File: src/rtl/ps2_device_tx_pkg.sv
// Shared PS/2 framing definitions: frame geometry, FSM encoding and frame-bit lookup.
package ps2_device_tx_pkg;

  localparam int FRAME_LEN = 11;
  localparam int IDX_W     = 4;

  localparam logic [IDX_W-1:0] IDX_PARITY = IDX_W'(FRAME_LEN - 2);
  localparam logic [IDX_W-1:0] IDX_STOP   = IDX_W'(FRAME_LEN - 1);

  typedef enum logic [2:0] {
    ST_IDLE    = 3'd0,
    ST_HOLDOFF = 3'd1,
    ST_PH_HI   = 3'd2,
    ST_PH_LO   = 3'd3,
    ST_DONE    = 3'd4
  } tx_state_e;

  function automatic logic odd_parity(input logic [7:0] data);
    return ~^data;
  endfunction

  // Line level for frame position idx; data holds {parity, byte}.
  function automatic logic frame_bit(input logic [IDX_W-1:0] idx, input logic [8:0] data);
    logic b;
    b = 1'b1;
    if (idx == '0) begin
      b = 1'b0;
    end else if (idx <= IDX_PARITY) begin
      b = data[idx - 4'd1];
    end
    return b;
  endfunction

endpackage

File: src/rtl/ps2_device_tx_sync2.sv
// Two-flop synchronizer for an asynchronous single-bit level.
module ps2_device_tx_sync2 #(
  parameter logic RESET_VAL = 1'b1
) (
  input  logic i_clk,
  input  logic i_rst_n,
  input  logic i_async,
  output logic o_sync
);

  logic r_meta;
  logic r_sync;

  always_ff @(posedge i_clk or negedge i_rst_n) begin
    if (!i_rst_n) begin
      r_meta <= RESET_VAL;
      r_sync <= RESET_VAL;
    end else begin
      r_meta <= i_async;
      r_sync <= r_meta;
    end
  end

  assign o_sync = r_sync;

endmodule

File: src/rtl/ps2_device_tx.sv
// Device-side PS/2 transmitter: serializes bytes into 11-bit frames on open-drain
// clock/data lines and restarts the whole frame whenever the host inhibits.
//
// state   | meaning
// IDLE    | ready for a byte
// HOLDOFF | waiting for the clock line to stay high INHIBIT_HOLD cycles
// PH_HI   | clock released, data bit driven
// PH_LO   | clock pulled low, data bit held
// DONE    | frame committed, one cycle before IDLE
module ps2_device_tx
  import ps2_device_tx_pkg::*;
#(
  parameter int CLK_DIV      = 1000,
  parameter int INHIBIT_HOLD = 1250
) (
  input  logic       i_clk25,
  input  logic       i_rst_n,
  input  logic [7:0] i_din,
  input  logic       i_din_valid,
  output logic       o_din_ready,
  input  logic       i_ps2_clk,
  output logic       o_ps2_clk_oe,
  output logic       o_ps2_din_oe,
  output logic       o_busy,
  output logic       o_aborted
);

  localparam int PH_W   = $clog2(CLK_DIV + 1);
  localparam int HOLD_W = $clog2(INHIBIT_HOLD + 1);

  localparam logic [PH_W-1:0]   PH_LAST   = PH_W'(CLK_DIV - 1);
  localparam logic [HOLD_W-1:0] HOLD_LAST = HOLD_W'(INHIBIT_HOLD - 1);

  tx_state_e          r_state;
  tx_state_e          w_state_nxt;
  logic [PH_W-1:0]    r_phase;
  logic [PH_W-1:0]    w_phase_nxt;
  logic [HOLD_W-1:0]  r_hold;
  logic [HOLD_W-1:0]  w_hold_nxt;
  logic [IDX_W-1:0]   r_idx;
  logic [IDX_W-1:0]   w_idx_nxt;
  logic [8:0]         r_data;
  logic [8:0]         w_data_nxt;
  logic               r_clk_oe;
  logic               r_din_oe;
  logic               r_aborted;
  logic               w_abort;
  logic               w_clk_sync;
  logic               w_accept;
  logic               w_phase_last;

  ps2_device_tx_sync2 #(
    .RESET_VAL (1'b1)
  ) u_sync_clk (
    .i_clk   (i_clk25),
    .i_rst_n (i_rst_n),
    .i_async (i_ps2_clk),
    .o_sync  (w_clk_sync)
  );

  assign o_din_ready  = (r_state == ST_IDLE);
  assign o_busy       = ~o_din_ready;
  assign w_accept     = i_din_valid & o_din_ready;
  assign w_phase_last = (r_phase == PH_LAST);

  always_ff @(posedge i_clk25 or negedge i_rst_n) begin
    if (!i_rst_n) begin
      r_state <= ST_IDLE;
      r_phase <= '0;
      r_hold  <= '0;
      r_idx   <= '0;
      r_data  <= '0;
    end else begin
      r_state <= w_state_nxt;
      r_phase <= w_phase_nxt;
      r_hold  <= w_hold_nxt;
      r_idx   <= w_idx_nxt;
      r_data  <= w_data_nxt;
    end
  end

  always_comb begin
    w_state_nxt = r_state;
    w_phase_nxt = r_phase;
    w_hold_nxt  = r_hold;
    w_idx_nxt   = r_idx;
    w_data_nxt  = r_data;
    w_abort     = 1'b0;

    case (r_state)
      ST_IDLE: begin
        if (w_accept) begin
          w_data_nxt  = {odd_parity(i_din), i_din};
          w_idx_nxt   = '0;
          w_hold_nxt  = '0;
          w_state_nxt = ST_HOLDOFF;
        end
      end

      ST_HOLDOFF: begin
        if (!w_clk_sync) begin
          w_hold_nxt = '0;
        end else if (r_hold == HOLD_LAST) begin
          w_hold_nxt  = '0;
          w_phase_nxt = '0;
          w_idx_nxt   = '0;
          w_state_nxt = ST_PH_HI;
        end else begin
          w_hold_nxt = r_hold + 1'b1;
        end
      end

      ST_PH_HI: begin
        if (w_phase_last) begin
          w_phase_nxt = '0;
          // Once the stop bit is on the wire the frame is committed.
          if (!w_clk_sync && (r_idx != IDX_STOP)) begin
            w_abort     = 1'b1;
            w_idx_nxt   = '0;
            w_hold_nxt  = '0;
            w_state_nxt = ST_HOLDOFF;
          end else begin
            w_state_nxt = ST_PH_LO;
          end
        end else begin
          w_phase_nxt = r_phase + 1'b1;
        end
      end

      ST_PH_LO: begin
        if (w_phase_last) begin
          w_phase_nxt = '0;
          if (r_idx == IDX_STOP) begin
            w_state_nxt = ST_DONE;
          end else begin
            w_idx_nxt   = r_idx + 1'b1;
            w_state_nxt = ST_PH_HI;
          end
        end else begin
          w_phase_nxt = r_phase + 1'b1;
        end
      end

      ST_DONE: begin
        w_state_nxt = ST_IDLE;
      end

      default: begin
        w_state_nxt = ST_IDLE;
      end
    endcase
  end

  // Line drivers are registered from the next-state decode so the pads never glitch.
  always_ff @(posedge i_clk25 or negedge i_rst_n) begin
    if (!i_rst_n) begin
      r_clk_oe  <= 1'b0;
      r_din_oe  <= 1'b0;
      r_aborted <= 1'b0;
    end else begin
      r_clk_oe  <= (w_state_nxt == ST_PH_LO);
      r_din_oe  <= ((w_state_nxt == ST_PH_HI) || (w_state_nxt == ST_PH_LO)) &&
                   !frame_bit(w_idx_nxt, w_data_nxt);
      r_aborted <= w_abort;
    end
  end

  assign o_ps2_clk_oe = r_clk_oe;
  assign o_ps2_din_oe = r_din_oe;
  assign o_aborted    = r_aborted;

endmodule

File: config.mk
export PLATFORM = sky130hd
export DESIGN_NAME = ps2_device_tx
export DESIGN_NICKNAME = d
export VERILOG_FILES = /design/src/rtl/ps2_device_tx_pkg.sv /design/src/rtl/ps2_device_tx_sync2.sv /design/src/rtl/ps2_device_tx.sv
export SDC_FILE = /design/constraint.sdc
export NUM_CORES = 1
export LEC_CHECK = 0
export CORE_MARGIN = 2
export CORE_UTILIZATION = 25
export CTS_BUF_LIST = sky130_fd_sc_hd__clkbuf_8
export DETAILED_ROUTE_END_ITERATION = 12
export HOLD_SLACK_MARGIN = 0.08
export RECOVER_POWER = 100
export SYNTH_ARGS = -nofsm -noshare
export SYNTH_HDL_FRONTEND = slang
export SYNTH_SLANG_ARGS = --single-unit
File: constraint.sdc
create_clock -name i_clk25 -period 4.45 [get_ports i_clk25]
set_clock_uncertainty 0.05 [all_clocks]
set_input_delay 0.6675 -clock i_clk25 [delete_from_list [all_inputs] [get_ports i_clk25]]
set_output_delay 0.6675 -clock i_clk25 [all_outputs]
set_load 0.02 [all_outputs]
==> flow_summary_export.csv <==
group,metric,value,unit
status,status,"complete, but fails checks",
logic_synthesis,synthTopCellsByCount,"40 x dfrtp_1, 32 x o21ai_0, 27 x nor2_1, 25 x nand2_1, 15 x nand3_1",
setup_path,endpoint_kind,"register",
clocking,cts_hold_buf,0,
detailed_routing,ant_nets,0,
cells_and_area,finalNonFillerCells,409,
logic_synthesis,synthCells,265,
logic_synthesis,yosys_warnings,0,
global_routing,busiest_layer,"met2",
placement,hpwl,3590,um
setup_path,critical_path_required,4.56,ns
clocking,post-cts-setup-buffers,0,
cells_and_area,drive_above_1_share,5.71,%
power_and_ir_drop,vdd_drop_max,0.000188,V
detailed_routing,wl_per_cell,11.9,um
detailed_routing,dr.first_iter.drc_count,62,
setup_path,cp_cell_sequence,"or4b_1 > or4_1 > a21o_1 > a221o_1 > ha_1 > inv_1 > nor2_1 > mux2i_1 > nand2_1 > o311ai_0 > a211oi_1",
sta,slew_violations,43,
global_routing,grt_max_degree,43,
logic_synthesis,synth_async_sr_flop_share,100,%
sta,timing.fmax,270,MHz
power_and_ir_drop,power_frac_clock,36.7,%
detailed_routing,firstDrtPassIters,6,
detailed_routing,drc_errors,0,
logic_synthesis,synth_edf_count,0,
clocking,clk_pin_slew,0.08,ns
logic_synthesis,synth_ff_type,"dfrtp_1",
sta,fin_crit_sh,83.3,%
clocking,htreeDepth,2,
power_and_ir_drop,p_int,0.526,mW
floorplan,fp.dieW,102,um
global_routing,antenna_found_initial,0,
detailed_routing,vias,1909,
setup_path,slowest_delay,0.55,ns
min_path,hold_path.class,"register to register",
global_routing,grt_pass1_wl,8560,um
logic_synthesis,synth_cell_types,51,
setup_path,crit_family,"simple AND/OR/NAND/NOR gates",
floorplan,core.rowCount,35,
global_routing,met1_usage,14.8,%
logic_synthesis,synth_most_common_cell,"dfrtp_1",
sta,max_slew_margin,-49.9,%
global_routing,grt_overflow,0,
cells_and_area,n_antenna_cell,0,
sta,fin_tns_setup,0,ns
global_routing,grt_pass1_vias,1821,
sta,period_needed,3.71,ns
placement,placedCellCount,401,
clocking,numCtsBuffers,5,
logic_synthesis,ys_top_cells_by_area,"dfrtp_1 42%, o21ai_0 6.7%, nor2_1 4.2%",
logic_synthesis,synth_top_cell_by_area,"dfrtp_1",
clocking,clkSinkCount,42,
floorplan,die_y,102,um
sta,fin_ws,0.744,ns
setup_path,worstSetupPathType,"register to register",
sta,worst_pin_slew,2.25,ns
power_and_ir_drop,switching_share,21.9,%
clocking,clkLatencyLatePin,0.29,ns
clocking,clock_path_buffers,2,
floorplan,initial_utilization,25.9,%
setup_path,cp_slowest_cell,"or4b_1",
sta,setup_viol,0,
placement,port_buffers,16,
setup_path,start_kind,"register",
clocking,tritoncts,"done",
global_routing,grt.total_usage,10.2,%
floorplan,core,0.00924,mm^2
power_and_ir_drop,comb_power_share,5.8,%
global_routing,grt_use_met2,15.1,%
logic_synthesis,yosysTopAreaCellShare,41.9,%
detailed_routing,viasPerCell,4.67,
logic_synthesis,yosysSeqAreaShare,44.1,%
power_and_ir_drop,switchingPower,0.148,mW
power_and_ir_drop,power.share.sequential,57.5,%
sta,hold_viol,0,
power_and_ir_drop,p_per_area,244,mW/mm^2
clocking,cts_resized,0,
sta,rsz0062_at_grt,"no",
setup_path,cp_max_fo,9,
detailed_routing,finalWirelength,4860,um
global_routing,use_met3,2.35,%
floorplan,die_area,0.0104,mm^2
power_and_ir_drop,p_leak,1.20,nW
floorplan,io_pins,17,
logic_synthesis,synth_area_per_cell,9.02,um^2
status,violations,"capacitance limit, slew limit",
cells_and_area,nets,298,
logic_synthesis,syn_area,0.00239,mm^2
flow_run,cap_violations,1,
logic_synthesis,ys_ff_latch,42,
cells_and_area,syn_to_final_growth,15.4,%
setup_path,arrival,3.82,ns
placement,routabilityCongestion,0.844,
logic_synthesis,syn_nets,284,
clocking,cts_root_buffer,"clkbuf_8",
setup_path,critPathBufInv,1,
placement,dp_slack,0.808,ns
==> state kept, by name (all words and copies together) (netlist names) <==
name,cells
o_ps2_clk_oe,1
u_sync_clk.o_sync,1
r_idx,4
o_ps2_din_oe,1
r_state,3
r_phase,10
r_hold,11
o_aborted,1
u_sync_clk.r_meta,1
r_data,9
==> worst paths after layout <==
check	startpoint	endpoint	slack, ns	cells after the start
min	u_sync_clk.r_meta	u_sync_clk.o_sync	0.31	0
min reg2reg	u_sync_clk.r_meta	u_sync_clk.o_sync	0.31	0
max in group asynchronous	i_rst_n	r_hold[2]	2.08	1
min in group asynchronous	i_rst_n	r_data[4]	0.99	1
max	r_hold[2]	o_ps2_din_oe	0.74	11
max reg2reg	r_hold[2]	o_ps2_din_oe	0.74	11
==> power groups by stage <==
stage / combinational (mW) / clock, mW / sequential, mW
CTS: 0.0404 / 0.260 / 0.388
floorplan: 0.0184 / 0 / 0.395
global route: 0.0458 / 0.274 / 0.389
global placement: 0.0397 / 0 / 0.395
detailed placement: 0.0400 / 0 / 0.395
finish: 0.0390 / 0.247 / 0.388
==> logic make-up (layout without fill, tap and decap cells) <==
| logic type | after synthesis | count (layout) | synth area share [%] |
|---|---|---|---|
| buf+inv | 25 | 40 | 4.24 |
| flops | 42 | 42 | 44.1 |
| mux | 13 | 13 | 6.02 |
| compound gates | 62 | 62 | 16.1 |
| xor+xnor | 10 | 10 | 3.66 |
| fa+ha+maj | 7 | 7 | 3.66 |
| simple gates | 106 | 106 | 22.2 |
==> per-layer routing <==
layer  vias up  part of all wire [%]
met5         -                     0
met1       913                    53
met3         6                   2.4
li1        973                     -
met4         0                   1.3
met2        17                    43
==> per-stage QoR <==
step / instance area (um^2) / hold slack, ns / util, % / total power [mW]
floorplan: 2390 / 0.295 / - / 0.413
global placement: 2670 / 0.295 / 28.9 / 0.435
detailed placement: 2670 / 0.297 / 28.9 / 0.435
CTS: 2770 / 0.309 / 29.9 / 0.688
global route: 2760 / 0.312 / 29.9 / 0.708
finish: 2760 / 0.308 / 29.9 / 0.674
==> final cells by class <==
class	instances	area, um^2
Clock buffer	6	82.6
Tap cell	129	161
Multi-Input combinational cell	198	1240
Fill cell	1005	6480
Clock inverter	2	8.76
Sequential cell	42	1050
Inverter	14	52.6
Timing Repair Buffer	18	165
==> cells in the final DEF (no fill, tap or decap), types with 2 or more instances in the layout <==
cell type	netlist	final
and3_1	10	10
nor2_1	27	27
nor4_1	2	2
o21a_1	2	2
nand2b_1	2	2
clkbuf_8	0	6
nand3_1	15	15
clkbuf_1	10	2
inv_1	14	15
a21oi_1	7	7
nor2b_1	2	2
dfrtp_1	40	40
clkdlybuf4s50_1	0	9
o31ai_1	4	4
or4_1	2	2
mux2i_1	5	5
nor3_1	7	7
xor2_1	2	2
dfstp_2	2	2
nand4_1	2	2
nand2_1	25	25
o21ai_0	32	32
xnor2_1	8	8
and2_0	0	2
mux2_1	0	7
ha_1	7	7
and3_2	2	2
dlygate4sd3_1	0	6
No activity file was read; power rests on OpenSTA's default activity.
